**config.mk**
```make
export PLATFORM = sky130hd
export DESIGN_NAME = uart_tx_queue
export DESIGN_NICKNAME = d
export VERILOG_FILES = /design/src/rtl/uart_pkg.sv /design/src/rtl/tx_queue_mem.sv /design/src/rtl/uart_tx_queue.sv
export SDC_FILE = /design/constraint.sdc
export NUM_CORES = 1
export LEC_CHECK = 0
export ABC_AREA = 1
export CAP_MARGIN = 25
export CORE_ASPECT_RATIO = 0.5
export CORE_MARGIN = 2
export CORE_UTILIZATION = 50
export DETAILED_ROUTE_END_ITERATION = 7
export GPL_TIMING_DRIVEN = 0
export MAX_ROUTING_LAYER = met4
export PLACE_DENSITY = 0.73
export SKIP_CTS_REPAIR_TIMING = 1
export SYNTH_ARGS = -nofsm -noshare
export SYNTH_HDL_FRONTEND = slang
export SYNTH_SLANG_ARGS = --single-unit
```
**constraint.sdc**
```tcl
create_clock -name clk_100MHz -period 1.9 [get_ports clk_100MHz]
set_input_delay 0.38 -clock clk_100MHz [delete_from_list [all_inputs] [get_ports clk_100MHz]]
set_output_delay 0.38 -clock clk_100MHz [all_outputs]
set_load 0.01 [all_outputs]
```
**src/rtl/uart_pkg.sv**
```systemverilog
`default_nettype none
// ============================================================================
// Module      : uart_pkg
// Description : Shared UART definitions: default widths and the transmit
//               queue state encoding.
// Revision    : 1.0 - initial release
// ============================================================================
package uart_pkg;

   localparam int UART_DBITS    = 8;
   localparam int UART_FIFO_EXP = 2;

   typedef enum logic [1:0] {
      IDLE  = 2'd0,
      START = 2'd1,
      WAIT  = 2'd2
   } tx_queue_state_t;

endpackage : uart_pkg
`default_nettype wire

```
**src/rtl/tx_queue_mem.sv**
```systemverilog
`default_nettype none
// ============================================================================
// Module      : tx_queue_mem
// Description : Circular byte store with wrapping read/write pointers and a
//               separately held occupancy count. Push/pop are pre-qualified
//               by the parent.
// Revision    : 1.0 - initial release
// ============================================================================
module tx_queue_mem
   import uart_pkg::*;
#(
   parameter int DBITS     = UART_DBITS,
   parameter int DEPTH_EXP = UART_FIFO_EXP
) (
   input  logic                 clk_100MHz,
   input  logic                 reset,
   input  logic                 push,
   input  logic                 pop,
   input  logic [DBITS-1:0]     write_data,
   output logic [DBITS-1:0]     read_data,
   output logic [DEPTH_EXP:0]   count,
   output logic                 full,
   output logic                 empty
);

   localparam int                 c_DEPTH     = 1 << DEPTH_EXP;
   localparam logic [DEPTH_EXP:0] c_DEPTH_CNT = c_DEPTH[DEPTH_EXP:0];

   logic [DBITS-1:0]     r_mem [c_DEPTH];
   logic [DEPTH_EXP-1:0] r_wr_ptr;
   logic [DEPTH_EXP-1:0] r_rd_ptr;
   logic [DEPTH_EXP:0]   r_count;

   // Storage: cleared on reset, written at the tail on push
   always_ff @(posedge clk_100MHz or negedge reset) begin
      if (!reset) begin
         for (int i = 0; i < c_DEPTH; i++) begin
            r_mem[i] <= '0;
         end
      end else if (push) begin
         r_mem[r_wr_ptr] <= write_data;
      end
   end

   // Pointers advance independently and wrap naturally at the depth
   always_ff @(posedge clk_100MHz or negedge reset) begin
      if (!reset) begin
         r_wr_ptr <= '0;
         r_rd_ptr <= '0;
      end else begin
         if (push) begin
            r_wr_ptr <= r_wr_ptr + 1'b1;
         end
         if (pop) begin
            r_rd_ptr <= r_rd_ptr + 1'b1;
         end
      end
   end

   // Occupancy: simultaneous push and pop leave the count unchanged
   always_ff @(posedge clk_100MHz or negedge reset) begin
      if (!reset) begin
         r_count <= '0;
      end else begin
         case ({push, pop})
            2'b10:   r_count <= r_count + 1'b1;
            2'b01:   r_count <= r_count - 1'b1;
            default: r_count <= r_count;
         endcase
      end
   end

   assign read_data = r_mem[r_rd_ptr];
   assign count     = r_count;
   assign full      = (r_count == c_DEPTH_CNT);
   assign empty     = (r_count == '0);

endmodule : tx_queue_mem
`default_nettype wire

```
**src/rtl/uart_tx_queue.sv**
```systemverilog
`default_nettype none
// ============================================================================
// Module      : uart_tx_queue
// Description : Byte queue feeding the UART transmitter. Loads push switch
//               data; a send pulse drains every queued byte, one frame per
//               tx_start/tx_done handshake, oldest first.
//               Build option: UART_TX_QUEUE_AUTOSEND_EN - when defined the
//               queue drains whenever it holds data and send_all is ignored.
// Revision    : 1.0 - initial release
// ============================================================================
module uart_tx_queue
   import uart_pkg::*;
#(
   parameter int DBITS     = UART_DBITS,
   parameter int DEPTH_EXP = UART_FIFO_EXP
) (
   input  logic                 clk_100MHz,
   input  logic                 reset,
   input  logic                 load,
   input  logic                 send_all,
   input  logic [DBITS-1:0]     write_data,
   input  logic                 tx_done,
   output logic                 tx_start,
   output logic [DBITS-1:0]     tx_data,
   output logic [DEPTH_EXP:0]   count,
   output logic                 full,
   output logic                 empty,
   output logic                 busy
);

   localparam logic [1:0] c_S_IDLE  = 2'(IDLE);
   localparam logic [1:0] c_S_START = 2'(START);
   localparam logic [1:0] c_S_WAIT  = 2'(WAIT);

   logic [1:0] r_state;
   logic [1:0] w_state_next;
   logic       w_push;
   logic       w_pop;
   logic       w_go;
   logic       w_more_after_pop;

   // A full queue rejects loads even when the head leaves this same cycle
   assign w_push = load & ~full;
   // Only the completion of a frame we started retires the head byte
   assign w_pop  = (r_state == c_S_WAIT) & tx_done;

`ifdef UART_TX_QUEUE_AUTOSEND_EN
   assign w_go = 1'b1;
`else
   assign w_go = send_all;
`endif

   // Bytes remain after this pop if more than one was queued or one arrives now
   assign w_more_after_pop = (count > {{DEPTH_EXP{1'b0}}, 1'b1}) | w_push;

   tx_queue_mem #(
      .DBITS     (DBITS),
      .DEPTH_EXP (DEPTH_EXP)
   ) u_mem (
      .clk_100MHz (clk_100MHz),
      .reset      (reset),
      .push       (w_push),
      .pop        (w_pop),
      .write_data (write_data),
      .read_data  (tx_data),
      .count      (count),
      .full       (full),
      .empty      (empty)
   );

   // Next-state decode for the drain sequencer
   always_comb begin
      w_state_next = r_state;
      case (r_state)
         c_S_IDLE: begin
            if (w_go && !empty) begin
               w_state_next = c_S_START;
            end
         end
         c_S_START: begin
            w_state_next = c_S_WAIT;
         end
         c_S_WAIT: begin
            if (tx_done) begin
               w_state_next = w_more_after_pop ? c_S_START : c_S_IDLE;
            end
         end
         default: begin
            w_state_next = c_S_IDLE;
         end
      endcase
   end

   // State register; reset aborts any frame in flight
   always_ff @(posedge clk_100MHz or negedge reset) begin
      if (!reset) begin
         r_state <= c_S_IDLE;
      end else begin
         r_state <= w_state_next;
      end
   end

   assign tx_start = (r_state == c_S_START);
   assign busy     = (r_state != c_S_IDLE);

endmodule : uart_tx_queue
`default_nettype wire
```
**Yosys cells after proc, flatten, opt, wreduce, memory -nomap -nowiden**

Cells that the tools add are included.

- Flip-flop bits (word level): 41
- Input bits: 13
- Output and inout port bits: 15
- Logic and storage cells: 48

- $add $sub $neg: 4
- Order comparisons: 4
- Eq/ne operators: 7
- Multiplexer cells: 11
- Bitwise logic cells: 6
- Reduce and logical (&&, ||, !) cells: 8

Operators by type and width:

| operator | count |
|---|---|
| bitwise mux 32 bit | 1 |
| two-way mux 8 bit | 3 |
| binary-select mux 8 bit (select 2 bit) | 1 |
| demux 8 bit (select 2 bit) | 1 |
| greater-or-equal comparator 3 bit, second input constant | 2 |
| inverter 2 -> 3 bit | 2 |
| case mux 2 bit (3 select lines) | 1 |
| case mux 3 bit (2 select lines) | 1 |
| adder 2 x 1 -> 2 bit, second input constant | 2 |
| == test 2 x 1 -> 1 bit, second input constant | 2 |
| == test 2 bit, second input constant | 2 |
| two-way mux 2 bit | 2 |
| inequality test 2 bit, second input constant | 2 |
| nonzero test 2 bit | 2 |
| adder 3 x 1 -> 3 bit, second input constant | 1 |
| == test 3 bit, second input constant | 1 |
| greater-than comparator 3 x 1 -> 1 bit, second input constant | 1 |
| zero test 3 bit | 1 |
| < comparator 3 x 1 -> 1 bit, second input constant | 1 |
| subtractor 3 x 1 -> 3 bit, second input constant | 1 |
| bitwise AND 1 bit | 2 |
| logical AND 1 bit | 2 |
| zero test 2 bit | 1 |
| AND reduction 2 bit | 1 |
| other kinds (4) | 4 |

**Depth between registers and ports, before layout**

Gate-level depths: netlist of run 1.

- Word-level depth: 7
- Mapped depth: 12
- Gate-level depth less buffers: 11

**Cells and area by module**

Synthesis of run 1 repeated with hierarchy kept, for this count alone.

- Cells, all modules: 237
- Area, all modules: 2117.0 um^2

Modules (own cells, without submodules):

| module | instances | cells an instance | area an instance (um^2) | sequential area each (um^2) |
|---|---|---|---|---|
| tx_queue_mem | 1 | 214 | 1981.9 | 975.9 |
| uart_tx_queue | 1 | 23 | 135.1 | 50.0 |

**Worst setup path after synthesis of run 1**

Ideal clock, no wire load.

- Path type: register to register
- From: reg u_mem.r_count[0] (netlist: u_mem.count[0])
- To: reg u_mem.r_count[2] (netlist: u_mem.count[2])
- Library setup time: 0.113 ns
- Data arrival time: 1.701 ns
- Required time: 1.787 ns
- Slack: 0.086 ns
- Stages on the path, launching flop included: 11
- Path buffers: 1
- Period minus slack after synthesis: 1.814 ns
- Cells stage by stage: dfrtp_1 > inv_1 > ha_1 > nand2_2 > nand2_8 > buf_6 > ha_1 > nor2_1 > nand3_1 > nand2_1 > inv_1

- Longest elaborated chain between the ends: 5
- Elaborated cells on any way between the ends: 9
- Those cells by class: 2 x add/sub; 3 x eq/ne; 1 x mux; 2 x bitwise; 1 x reduce/logical

RTL lines:

| item | line | text |
|---|---|---|
| start, declared | tx_queue_mem.sv:32 | `logic [DEPTH_EXP:0] r_count;` |
| start signal, assigned | tx_queue_mem.sv:66 | `2'b10: r_count <= r_count + 1'b1;` |
| start signal, assigned | tx_queue_mem.sv:67 | `2'b01: r_count <= r_count - 1'b1;` |
| start signal, assigned | tx_queue_mem.sv:68 | `default: r_count <= r_count;` |
| == test 3 bit | tx_queue_mem.sv:75 | `assign full = (r_count == c_DEPTH_CNT);` |
| inverter 1 bit | uart_tx_queue.sv:43 | `assign w_push = load & ~full;` |
| bitwise AND 1 bit | uart_tx_queue.sv:43 |  |
| == test 2 x 1 -> 1 bit / == test 2 bit (equally long branches) | tx_queue_mem.sv:65 | `case ({push, pop})` |
| case mux 3 bit (2 select lines) / nonzero test 2 bit (equally long branches) | n/a |  |

Several ways; a longest one is shown, not always the timed one.
A chain may end at the register's enable or synchronous reset.

**Worst setup path in the final report of run 1**

- From: reg u_mem.r_rd_ptr[1]
- To: out tx_data[5]

- Longest elaborated chain between the ends: 4

RTL lines:

| item | line | text |
|---|---|---|
| start, declared | tx_queue_mem.sv:31 | `logic [DEPTH_EXP-1:0] r_rd_ptr;` |
| start signal, assigned | tx_queue_mem.sv:55 | `r_rd_ptr <= r_rd_ptr + 1'b1;` |
| inverter 2 -> 3 bit (not written as such) | tx_queue_mem.sv:73 | `assign read_data = r_mem[r_rd_ptr];` |
| binary-select mux 8 bit (select 2 bit) | tx_queue_mem.sv:73 |  |
| two-way mux 8 bit (not written as such) (2 in a row) | tx_queue_mem.sv:73 |  |
| end, declared | uart_tx_queue.sv:24 | `output logic [DBITS-1:0] tx_data,` |

Every way passes these cells. The select of a mux whose other input is x is not followed.

==> load_flow_metrics.sql, run 1 <==
INSERT INTO impl_metrics (metric_group, metric, value, unit) VALUES
('clocking', 'cts.sinks', '41', ''),
('critical_path', 'worst_setup_path_end_kind', 'output port', ''),
('placed_design', 'globalplace.congestion', '0.849', ''),
('floorplanning', 'placementRows', '16', ''),
('critical_path', 'arrival', '1.55', 'ns'),
('timing', 'slew_headroom', '71.4', '%'),
('synth', 'synth_sequential_area_ratio', '46.5', '%'),
('synth', 'syn_area_per_cell', '8.71', 'um2'),
('finish', 'post_route_cells_drive_above_1_share', '24.4', '%'),
('critical_path', 'rr_startpoint', 'u_mem.count[0]', ''),
('critical_path', 'crit_top_cell', 'buf_4', ''),
('critical_path', 'critical_path_start', 'u_mem.r_rd_ptr[1]', ''),
('floorplanning', 'floorplan.io_pins', '28', ''),
('drt', 'totalWireLength', '5470', 'um'),
('finish', 'antennaDiodeCount', '0', ''),
('finish', 'final_core_util', '68.9', '%'),
('clocking', 'clkSlewWorstSetupHoldPaths', '0.08', 'ns'),
('floorplanning', 'fp.dieH', '51.0', 'um'),
('critical_path', 'max_stage_delay_cell_worst_path', 'dfrtp_1', ''),
('drt', 'vias', '1874', ''),
('clocking', 'cts_buffer_depth', '2', ''),
('drt', 'postRouteAntennaNets', '0', ''),
('global_routing', 'track_usage', '24.3', '%'),
('critical_path', 'crit_required', '1.52', 'ns'),
('drt', 'detail_route.iter0.violations', '96', ''),
('worst_hold_path', 'hold_class', 'in -> async', ''),
('power', 'power_density', '1740', 'nW/um2'),
('timing', 'maxSlewViolCount', '0', ''),
('power', 'report.power.total', '4.89', 'mW'),
('timing', 'hold_slack', '0.412', 'ns'),
('drt', 'detail_route.vias_per_cell', '5.25', ''),
('power', 'p_clk_share', '13.4', '%'),
('power', 'power.switching_fraction', '42.7', '%'),
('global_routing', 'grt_start_max_net_pins', '41', ''),
('timing', 'unrepaired_setup_endpoints_after_global_routing', 'true', ''),
('clocking', 'cts-htree-levels', '2', ''),
('global_routing', 'grt_antenna_before_repair', '0', ''),
('power', 'p_leak', '1.45', 'nW'),
('synth', 'synth-edff-count', '0', ''),
('global_routing', 'via_count_of_the_first_global_routing_pass', '1951', ''),
('global_routing', 'groute.layer.met1.usage', '29.5', '%'),
('power', 'pwr-share-seq', '30.7', '%'),
('drt', 'post-route-drc-count', '0', ''),
('timing', 'finalWorstPathRequiredPeriod', '1.93', 'ns'),
('synth', 'synth_top_cell_by_area', 'dfrtp_1', ''),
('synth', 'synth.cell_area', '2200', 'um2'),
('flow_run', 'drv.max_cap_violation_count', '0', ''),
('timing', 'worst_slack', '-0.0307', 'ns'),
('floorplanning', 'fp.dieArea', '4990', 'um2'),
('floorplanning', 'floorplan.core_area', '4060', 'um2'),
('timing', 'max_slew.worst_pin.slew', '0.429', 'ns'),
('synth', 'synth_async_sr_flop_share', '100', '%'),
('power', 'p_int', '2.80', 'mW'),
('synth', 'synth_top_cells_by_area', 'dfrtp_1 (47%), nand2_1 (11%), o21ai_0 (7.5%)', ''),
('critical_path', 'worstPathCellList', 'buf_6 -> clkinvlp_4 -> buf_4 -> buf_4 -> a21oi_2 -> o21ai_1 -> nand2_1 -> buf_2', ''),
('critical_path', 'startpoint_type', 'flop', ''),
('global_routing', 'grt_use_met3', '6.43', '%'),
('status', 'violated_checks', 'setup timing', ''),
('global_routing', 'grt_first_pass_wirelength', '9100', 'um'),
('drt', 'firstDrtPassIters', '4', ''),
('timing', 'clock-skew-final', '0.0160', 'ns'),
('global_routing', 'grt_peak_use_layer', 'met2', ''),
('synth', 'netlist_instances', '253', ''),
('status', 'result_of_the_run', 'finished with violations', ''),
('power', 'comb_power_share', '55.9', '%'),
('floorplanning', 'floorplan.initialDensity', '54.2', '%'),
('timing', 'timing.final.crit_share', '102', '%'),
('synth', 'yosysTopAreaCellShare', '46.5', '%'),
('timing', 'final_setup_violation_count', '1', ''),
('critical_path', 'critPathKind', 'reg -> out', ''),
('synth', 'yosys.cell_count.top_type', 'nand2_1', '');
==> power groups by stage <==
| stage | clock network (mW) | logic [mW] | registers, mW |
|---|---|---|---|
| 6_report | 0.655 | 2.73 | 1.50 |
| 3_3_place_gp | 0 | 2.44 | 1.48 |
| 5_1_grt | 0.693 | 3.04 | 1.55 |
| 3_5_place_dp | 0 | 2.52 | 1.50 |
| 4_1_cts | 0.645 | 2.54 | 1.49 |
| 2_1_floorplan | 0 | 1.61 | 1.46 |
==> through the flow <==
stage | std cells | TNS [ns] | worst slack [ns] | area (um2)
after floorplan | 253 | 0 | 0.0856 | 2200
after global placement | 334 | -24.73 | -0.576 | 2540
after detailed placement | 335 | -1.16 | -0.146 | 2560
after CTS | 343 | -4.32 | -0.516 | 2660
after global routing | 357 | -0.367 | -0.163 | 2800
final | 357 | -0.0307 | -0.0307 | 2800
==> final timing paths <==
kind / endpoint / slack (ns)
setup / recovery: tx_data[5] / -0.03
hold / removal: r_state[0] / 0.41
setup reg to reg: u_mem.count[2] / 0.13
hold reg to reg: u_mem.r_mem[24] / 0.50
max in group asynchronous: u_mem.count[1] / 1.08
min in group clk_100MHz: u_mem.r_mem[24] / 0.50
==> state kept, by name (all words and copies together) (netlist names) <==
register        count
u_mem.count         3
r_state             2
u_mem.r_mem        32
u_mem.r_wr_ptr      2
u_mem.r_rd_ptr      2
==> critical path: cells and delay by family (launching register included) <==
kind,cells,cell delay [ns]
buffers and inverters,5,0.68
flip-flops,1,0.34
AO/OA/AOI/OAI,2,0.16
AND/OR/NAND/NOR,1,0.06
==> cell type report <==
cell class              count  area (um2)
plain buffers               8         108
clock buffers               7        96.3
clock inverters             1        5.00
fillers                   337        1260
inverters                  38         151
multi-input cells         166         968
flip-flops and latches     41        1030
well taps                  54        67.6
repair buffers             41         368
repair inverters            1        7.51
==> cell usage in the layout, fill, tap and decap left out, types with 3 or more instances in the layout <==
master	netlist	routed
nor2_1	6	6
buf_6	2	6
nand2_1	62	62
inv_1	36	36
buf_2	0	5
ha_1	9	8
clkbuf_2	0	3
o21ai_0	33	26
clkbuf_8	0	7
o21ai_1	1	8
dfrtp_1	41	39
nand2_2	5	5
a21oi_1	17	12
buf_12	2	3
a21oi_2	0	5
o21ai_2	16	16
buf_4	3	11
nand3_1	6	6
dlymetal6s2s_1	0	4
clkdlybuf4s50_1	0	15
==> cells by family (layout without fill, tap and decap cells) <==
logic type / after synthesis / in the layout / synth area share, %
AOI/OAI and AO/OA: 69 / 69 / 18.6
xor gates and xnor gates: 4 / 4 / 1.59
adders and majority gates: 9 / 9 / 5.11
buffers and inverters: 46 / 96 / 10.5
DFF: 41 / 41 / 46.5
and+or+nand+nor: 84 / 84 / 17.7
==> metal layers <==
layer  routed length (um)  vias up
met1                 2340      897
met5                    0        -
met3                  476        9
li1                     -      900
met2                 2600       68
met4                   63        0
Note: power is estimated with default switching activity, not from simulation.
==> run 2: changes to the inputs <==
- CTS_BUF_LIST: unset -> sky130_fd_sc_hd__clkbuf_8
- PLACE_DENSITY: 0.73 -> unset
- PLACE_DENSITY_LB_ADDON: unset -> 0.15
- SKIP_CTS_REPAIR_TIMING: 1 -> unset
==> run 2 against run 1 <==
Against the previous run:
- largest cell class unchanged
- register-to-register slack better by 0.05 ns
- setup slack better by 0.11 ns
- non-clock buffer count down 8
- first-iteration DRC count down 15%
- largest power group unchanged
- the run now ends clean
==> load_flow_metrics.sql, run 2 (synthesis gave the netlist of run 1 again) <==
INSERT INTO impl_metrics (metric_group, metric, value, unit) VALUES
('floorplanning', 'fp.dieH', '51.0', 'um'),
('critical_path', 'critical-path-max-stage-delay', '0.38', 'ns'),
('floorplanning', 'floorplan.core_area', '4060', 'um2'),
('power', 'p_leak', '1.38', 'nW'),
('clocking', 'root_buffer', 'clkbuf_8', ''),
('critical_path', 'terminus_of_the_critical_flop_to_flop_path', 'u_mem.count[2]', ''),
('finish', 'post_route_cells_drive_above_1_share', '21.4', '%'),
('placed_design', 'globalplace.congestion', '0.830', ''),
('power', 'power_density', '1700', 'nW/um2'),
('global_routing', 'grt_overflow_total', '0', ''),
('drt', 'firstDrtPassIters', '4', ''),
('clocking', 'clkSlewWorstSetupHoldPaths', '0.08', 'ns'),
('power', 'report.power.total', '4.59', 'mW'),
('drt', 'totalWireLength', '4830', 'um'),
('timing', 'maxSlewViolCount', '0', ''),
('status', 'result_of_the_run', 'finished clean', ''),
('clocking', 'cts_tree', 'built', ''),
('drt', 'routedWlPerCell', '13.9', 'um'),
('critical_path', 'worstPathCellList', 'buf_6 -> clkbuf_8 -> a21oi_2 -> o21ai_1 -> nand2_1 -> clkdlybuf4s15_2', ''),
('finish', 'most_common_library_cell_in_the_layout_ignoring_fill_and_taps', 'nand2_1', ''),
('global_routing', 'grt_antenna_before_repair', '0', ''),
('timing', 'slew_headroom', '75.8', '%'),
('finish', 'largest_register', 'u_mem.r_mem', ''),
('clocking', 'clkLatencyLatePin', '0.30', 'ns'),
('floorplanning', 'placementRows', '16', ''),
('power', 'comb_power_share', '55.5', '%'),
('clocking', 'cts.sinks', '41', ''),
('critical_path', 'rr_startpoint', 'u_mem.count[1]', ''),
('critical_path', 'max_stage_delay_cell_worst_path', 'dfrtp_1', ''),
('timing', 'achievable-frequency', '550', 'MHz'),
('critical_path', 'path_max_fanout', '10', ''),
('critical_path', 'worst_setup_path_end_kind', 'output port', ''),
('timing', 'timing.final.crit_share', '95.7', '%'),
('timing', 'hold_slack', '0.460', 'ns'),
('clocking', 'numCtsBuffers', '5', ''),
('global_routing', 'grt_start_max_net_pins', '36', ''),
('power', 'p_int', '2.63', 'mW'),
('drt', 'detail_route.iter0.violations', '82', ''),
('placed_design', 'hpwl', '3410', 'um'),
('timing', 'unrepaired_setup_endpoints_after_global_routing', 'false', ''),
('timing', 'finalWorstPathRequiredPeriod', '1.82', 'ns'),
('timing', 'max_slew.worst_pin.slew', '0.363', 'ns'),
('drt', 'postRouteAntennaNets', '0', ''),
('power', 'p_clk_share', '12.2', '%'),
('power', 'netSwitchingPower', '1.96', 'mW'),
('floorplanning', 'floorplan.initialDensity', '54.2', '%'),
('critical_path', 'arrival', '1.44', 'ns'),
('drt', 'post-route-drc-count', '0', ''),
('clocking', 'cts-htree-levels', '2', ''),
('finish', 'design.final.nets', '315', ''),
('global_routing', 'via_count_of_the_first_global_routing_pass', '1710', ''),
('power', 'pwr-share-seq', '32.2', '%'),
('finish', 'area_delta_synth_final', '22.8', '%'),
('placed_design', 'placement.io_buffers', '27', ''),
('power', 'max-vdd-ir-drop', '889', 'uV'),
('finish', 'layout_common_cells', 'nand2_1 (62), dfrtp_1 (40), inv_1 (37)', ''),
('critical_path', 'critPathKind', 'reg -> out', ''),
('timing', 'final_setup_violation_count', '0', ''),
('power', 'power.switching_fraction', '42.7', '%'),
('floorplanning', 'fp.dieArea', '4990', 'um2'),
('global_routing', 'grt_first_pass_wirelength', '8370', 'um'),
('drt', 'vias', '1770', ''),
('critical_path', 'reg2reg_setup_slack', '0.18', 'ns'),
('timing', 'hold_viol', '0', ''),
('clocking', 'cts_buffer_depth', '2', ''),
('critical_path', 'worstRegToRegCells', '10', ''),
('floorplanning', 'floorplan.io_pins', '28', ''),
('critical_path', 'crit_required', '1.52', 'ns'),
('critical_path', 'startpoint_type', 'flop', ''),
('worst_hold_path', 'hold_class', 'in -> async', ''),
('finish', 'largest_register_ff_count', '32', ''),
('timing', 'clock-skew-final', '0.00645', 'ns'),
('drt', 'detail_route.vias_per_cell', '5.09', ''),
('floorplanning', 'die_w', '97.9', 'um'),
('finish', 'antennaDiodeCount', '0', ''),
('flow_run', 'drv.max_cap_violation_count', '0', ''),
('global_routing', 'track_usage', '22.0', '%');
## run 2: cell type report
type	instances	area [um2]
Clock inverter	3	13.8
Fill cell	351	1360
Inverter	38	150
Buffer	8	114
Multi-Input combinational cell	166	967
Timing Repair Buffer	33	298
Tap cell	54	67.6
Sequential cell	41	1030
Clock buffer	5	68.8
## run 2: power by group through the flow
| stage | clock network, mW | logic (mW) | registers, mW |
|---|---|---|---|
| 6_report | 0.561 | 2.55 | 1.48 |
| 5_1_grt | 0.608 | 2.86 | 1.53 |
| 4_1_cts | 0.569 | 2.51 | 1.48 |
| 3_5_place_dp | 0 | 2.46 | 1.50 |
| 3_3_place_gp | 0 | 2.42 | 1.48 |
| 2_1_floorplan | 0 | 1.61 | 1.46 |
## run 2: how the worst max path moves through the flow
stage	start	endpoint	slack, ns	cells past startpoint
2_1_floorplan	u_mem.count[0]	u_mem.count[2]	0.09	10
3_3_place_gp	reset	u_mem.r_mem[15]	-0.62	1
3_5_place_dp	u_mem.r_rd_ptr[1]	tx_data[1]	-0.12	6
4_1_cts	u_mem.r_rd_ptr[0]	tx_data[1]	0.001	6
5_1_grt	r_state[1]	busy	0.003	3
6_report	u_mem.r_rd_ptr[0]	tx_data[6]	0.08	6
## run 2: layer usage
metal	vias to the layer above	share of wire [%]	wire, um	GRT usage (%)
li1	886	-	-	-
met1	825	46	2230	29.1
met2	53	46	2220	34.8
met3	6	6.9	334	5.34
met4	0	0.91	44	5.09
met5	-	0	0	-
## run 2: what timing repair did
item	4_1_cts	5_1_grt
buffers inserted	3	1
endpoints found under the hold margin	6	0
hold buffers	1	0
pin swaps	0	1
endpoints found under the setup margin	11	11
resized for setup	32	24
## run 2: worst max-delay path, delay by kind of cell, from the launching register on
family,cells,cell delay (ns)
buffers and inverters,3,0.50
flip-flops,1,0.38
AO/OA/AOI/OAI,2,0.19
AND/OR/NAND/NOR,1,0.06
## run 2: stage by stage
stage	area, um2	setup slack (ns)	util, %	setup TNS (ns)	std cells
3_5_place_dp	2560	-0.118	62.9	-0.854	335
5_1_grt	2710	0.00337	66.6	0	348
6_report	2710	0.0812	66.6	0	348
4_1_cts	2700	0.00129	66.3	0	347
2_1_floorplan	2200	0.0856	-	0	253
3_3_place_gp	2540	-0.618	62.6	-26.29	334
==> run 3: changes to the inputs <==
- ABC_AREA: 1 -> unset
==> run 3 against run 2 <==
Against the previous run:
- the run now ends with setup timing left
- non-clock buffer count down 6
- clock power rose by 12%
- first-iteration DRC count is 46% lower
- hold slack got worse by 0.26 ns
- total power down 5.7%
- critical path depth shrank 2
- synthesized area fell by 13%
- via count decreased by 36%
- sequential share of layout area grew 4.7 points
- clock skew decreased by 0.0042 ns
- highest routed layer unchanged
==> load_flow_metrics.sql, run 3 <==
INSERT INTO impl_metrics (metric_group, metric, value, unit) VALUES
('global_routing', 'grt_antenna_before_repair', '0', ''),
('timing', 'timing.final.crit_share', '102', '%'),
('synth', 'syn_area_per_cell', '15.0', 'um2'),
('timing', 'max_slew.worst_pin.slew', '0.891', 'ns'),
('finish', 'area_delta_synth_final', '25.5', '%'),
('global_routing', 'grt_overflow_total', '0', ''),
('floorplanning', 'die_w', '91.7', 'um'),
('finish', 'final_core_util', '67.7', '%'),
('timing', 'worst_slack', '-0.0432', 'ns'),
('global_routing', 'track_usage', '19.5', '%'),
('timing', 'clock-skew-final', '0.00222', 'ns'),
('power', 'p_leak', '1.07', 'nW'),
('synth', 'synth_warnings', '0', ''),
('critical_path', 'crit_required', '1.52', 'ns'),
('clocking', 'cts-htree-levels', '2', ''),
('floorplanning', 'placementRows', '15', ''),
('critical_path', 'startpoint_type', 'flop', ''),
('finish', 'most_common_library_cell_in_the_layout_ignoring_fill_and_taps', 'dfrtp_1', ''),
('synth', 'netlist_top_cells_count', 'dfrtp_1 (41), mux2_2 (30), ha_1 (9)', ''),
('placed_design', 'hpwl', '2230', 'um'),
('clocking', 'cts_buffer_depth', '2', ''),
('timing', 'final_setup_violation_count', '7', ''),
('drt', 'post-route-drc-count', '0', ''),
('placed_design', 'globalplace.congestion', '0.702', ''),
('finish', 'largest_register', 'u_mem.r_mem', ''),
('timing', 'maxSlewViolCount', '0', ''),
('finish', 'antennaDiodeCount', '0', ''),
('worst_hold_path', 'hold_class', 'in -> async', ''),
('timing', 'hold_viol', '0', ''),
('clocking', 'cts.sinks', '41', ''),
('clocking', 'cts_tree', 'built', ''),
('synth', 'synth_top_cells_by_area', 'dfrtp_1 (53%), mux2_2 (18%), mux4_2 (9.4%)', ''),
('synth', 'synth_sequential_area_ratio', '53.4', '%'),
('critical_path', 'rr_startpoint', 'u_mem.count[1]', ''),
('critical_path', 'arrival', '1.56', 'ns'),
('synth', 'synth_mux_area_share', '28.6', '%'),
('clocking', 'numCtsBuffers', '5', ''),
('power', 'report.power.total', '4.33', 'mW'),
('drt', 'firstDrtPassIters', '4', ''),
('critical_path', 'critPathKind', 'reg -> out', ''),
('timing', 'finalWorstPathRequiredPeriod', '1.94', 'ns'),
('synth', 'yosys.cell_count.top_type', 'dfrtp_1', ''),
('clocking', 'root_buffer', 'clkbuf_8', ''),
('drt', 'vias', '1124', ''),
('synth', 'largest_family_of_logic_cells_by_synthesized_area', 'multiplexers', ''),
('flow_run', 'drv.max_cap_violation_count', '0', ''),
('floorplanning', 'floorplan.io_pins', '28', ''),
('drt', 'detail_route.iter0.violations', '44', ''),
('global_routing', 'via_count_of_the_first_global_routing_pass', '1160', ''),
('drt', 'postRouteAntennaNets', '0', ''),
('placed_design', 'placement.io_buffers', '27', ''),
('timing', 'slew_headroom', '40.6', '%'),
('synth', 'yosys.cell_types.count', '24', ''),
('finish', 'design.final.nets', '189', ''),
('synth', 'synthFlopType', 'dfrtp_1', ''),
('synth', 'yosysTopAreaCellShare', '53.4', '%'),
('clocking', 'clkSlewWorstSetupHoldPaths', '0.07', 'ns'),
('floorplanning', 'floorplan.initialDensity', '53.9', '%'),
('critical_path', 'worst_setup_path_end_kind', 'output port', ''),
('synth', 'area_share_of_fa_ha_maj_cells_after_synthesis', '5.86', '%'),
('floorplanning', 'floorplan.core_area', '3570', 'um2'),
('timing', 'unrepaired_setup_endpoints_after_global_routing', 'true', ''),
('synth', 'netlist_instances', '128', ''),
('synth', 'synth_async_sr_flop_share', '100', '%'),
('synth', 'yosys_register_bits', '41', ''),
('floorplanning', 'fp.dieH', '47.9', 'um'),
('drt', 'routedWlPerCell', '16.0', 'um'),
('synth', 'synth_top_cell_by_area', 'dfrtp_1', ''),
('timing', 'achievable-frequency', '515', 'MHz'),
('clocking', 'clkLatencyLatePin', '0.30', 'ns'),
('status', 'result_of_the_run', 'finished with violations', ''),
('synth', 'synth_compound_gate_area_share', '2.28', '%'),
('critical_path', 'worstRegToRegCells', '8', ''),
('global_routing', 'grt_start_max_net_pins', '42', ''),
('finish', 'layout_common_cells', 'dfrtp_1 (39), mux2_2 (30), clkdlybuf4s50_1 (15)', ''),
('synth', 'synth.cell_area', '1920', 'um2'),
('drt', 'detail_route.vias_per_cell', '5.13', ''),
('critical_path', 'terminus_of_the_critical_flop_to_flop_path', 'u_mem.count[2]', ''),
('synth', 'post_synth_xor_area_fraction', '2.73', '%'),
('drt', 'totalWireLength', '3510', 'um'),
('power', 'power_density', '1800', 'nW/um2'),
('critical_path', 'reg2reg_setup_slack', '0.19', 'ns'),
('synth', 'synth-edff-count', '0', ''),
('critical_path', 'path_max_fanout', '6', ''),
('finish', 'largest_register_ff_count', '32', ''),
('global_routing', 'grt_first_pass_wirelength', '5870', 'um'),
('finish', 'post_route_cells_drive_above_1_share', '45.2', '%'),
('synth', 'synth_simple_gate_area_share', '5.53', '%'),
('synth', 'mappedNetlistNets', '150', ''),
('power', 'max-vdd-ir-drop', '827', 'uV'),
('floorplanning', 'fp.dieArea', '4390', 'um2'),
('status', 'violated_checks', 'setup timing', '');
## run 3: cell type report
cell class / count / area (um2)
multi-input cells: 79 / 878
repair buffers: 33 / 304
fillers: 264 / 1150
clock buffers: 7 / 96.3
well taps: 51 / 63.8
plain buffers: 2 / 18.8
flip-flops and latches: 41 / 1030
inverters: 5 / 18.8
clock inverters: 1 / 5.00
## run 3: worst max-delay path by stage
stage,end,depth (start not counted),from
finish,tx_data[6],4,u_mem.r_rd_ptr[0]
detailed placement,tx_data[6],3,u_mem.r_rd_ptr[1]
global route,tx_data[6],4,u_mem.r_rd_ptr[0]
global placement,u_mem.r_mem[16],1,reset
floorplan,u_mem.count[2],8,u_mem.count[0]
CTS,tx_data[6],4,u_mem.r_rd_ptr[0]
## run 3: critical path, stage by stage, from the launching register on
cell and delay (ns):
dfrtp_1 0.36, buf_8 0.13, buf_12 0.12, mux4_2 0.51
buf_6 0.14
## run 3: metrics by stage
stage          hold WS (ns)  setup slack [ns]  cell area (um2)  TNS, ns  cells
6_report              0.202           -0.0432             2410   -0.132    219
5_1_grt               0.284           -0.0966             2410   -0.493    219
4_1_cts               0.240           -0.0680             2390   -0.237    217
3_5_place_dp          0.488            -0.176             2250    -1.50    206
3_3_place_gp          0.480            -0.564             2260   -24.37    206
2_1_floorplan        0.0844             0.126             1920        0    128
## run 3: kinds of logic (layout without fill, tap and decap cells)
| logic type | count (synthesis) | after routing |
|---|---|---|
| compound gates | 5 | 5 |
| xor+xnor | 6 | 6 |
| mux | 41 | 41 |
| flops | 41 | 41 |
| buf+inv | 8 | 48 |
| fa+ha+maj | 9 | 9 |
| simple gates | 18 | 18 |
## run 3: what timing repair did
action,CTS,global route
setup endpoints to repair,12,6
setup buffers,4,2
resized for setup,44,4
hold buffers,0,0
## run 3: metal layers
| metal | vias to the layer above | track usage (%) | wire, um |
|---|---|---|---|
| met2 | 24 | 30.6 | 1610 |
| met5 | - | - | 0 |
| met3 | 6 | 5.51 | 167 |
| met4 | 0 | 8.96 | 53 |
| li1 | 528 | - | - |
| met1 | 566 | 24.5 | 1670 |
## run 3: where the power goes
part | leakage, nW | switching (mW) | internal, mW | total, mW
sequential | 0.486 | 0.284 | 1.33 | 1.61
combinational | 0.529 | 0.802 | 1.29 | 2.09
clock | 0.0542 | 0.303 | 0.328 | 0.631
total | 1.07 | 1.39 | 2.94 | 4.33
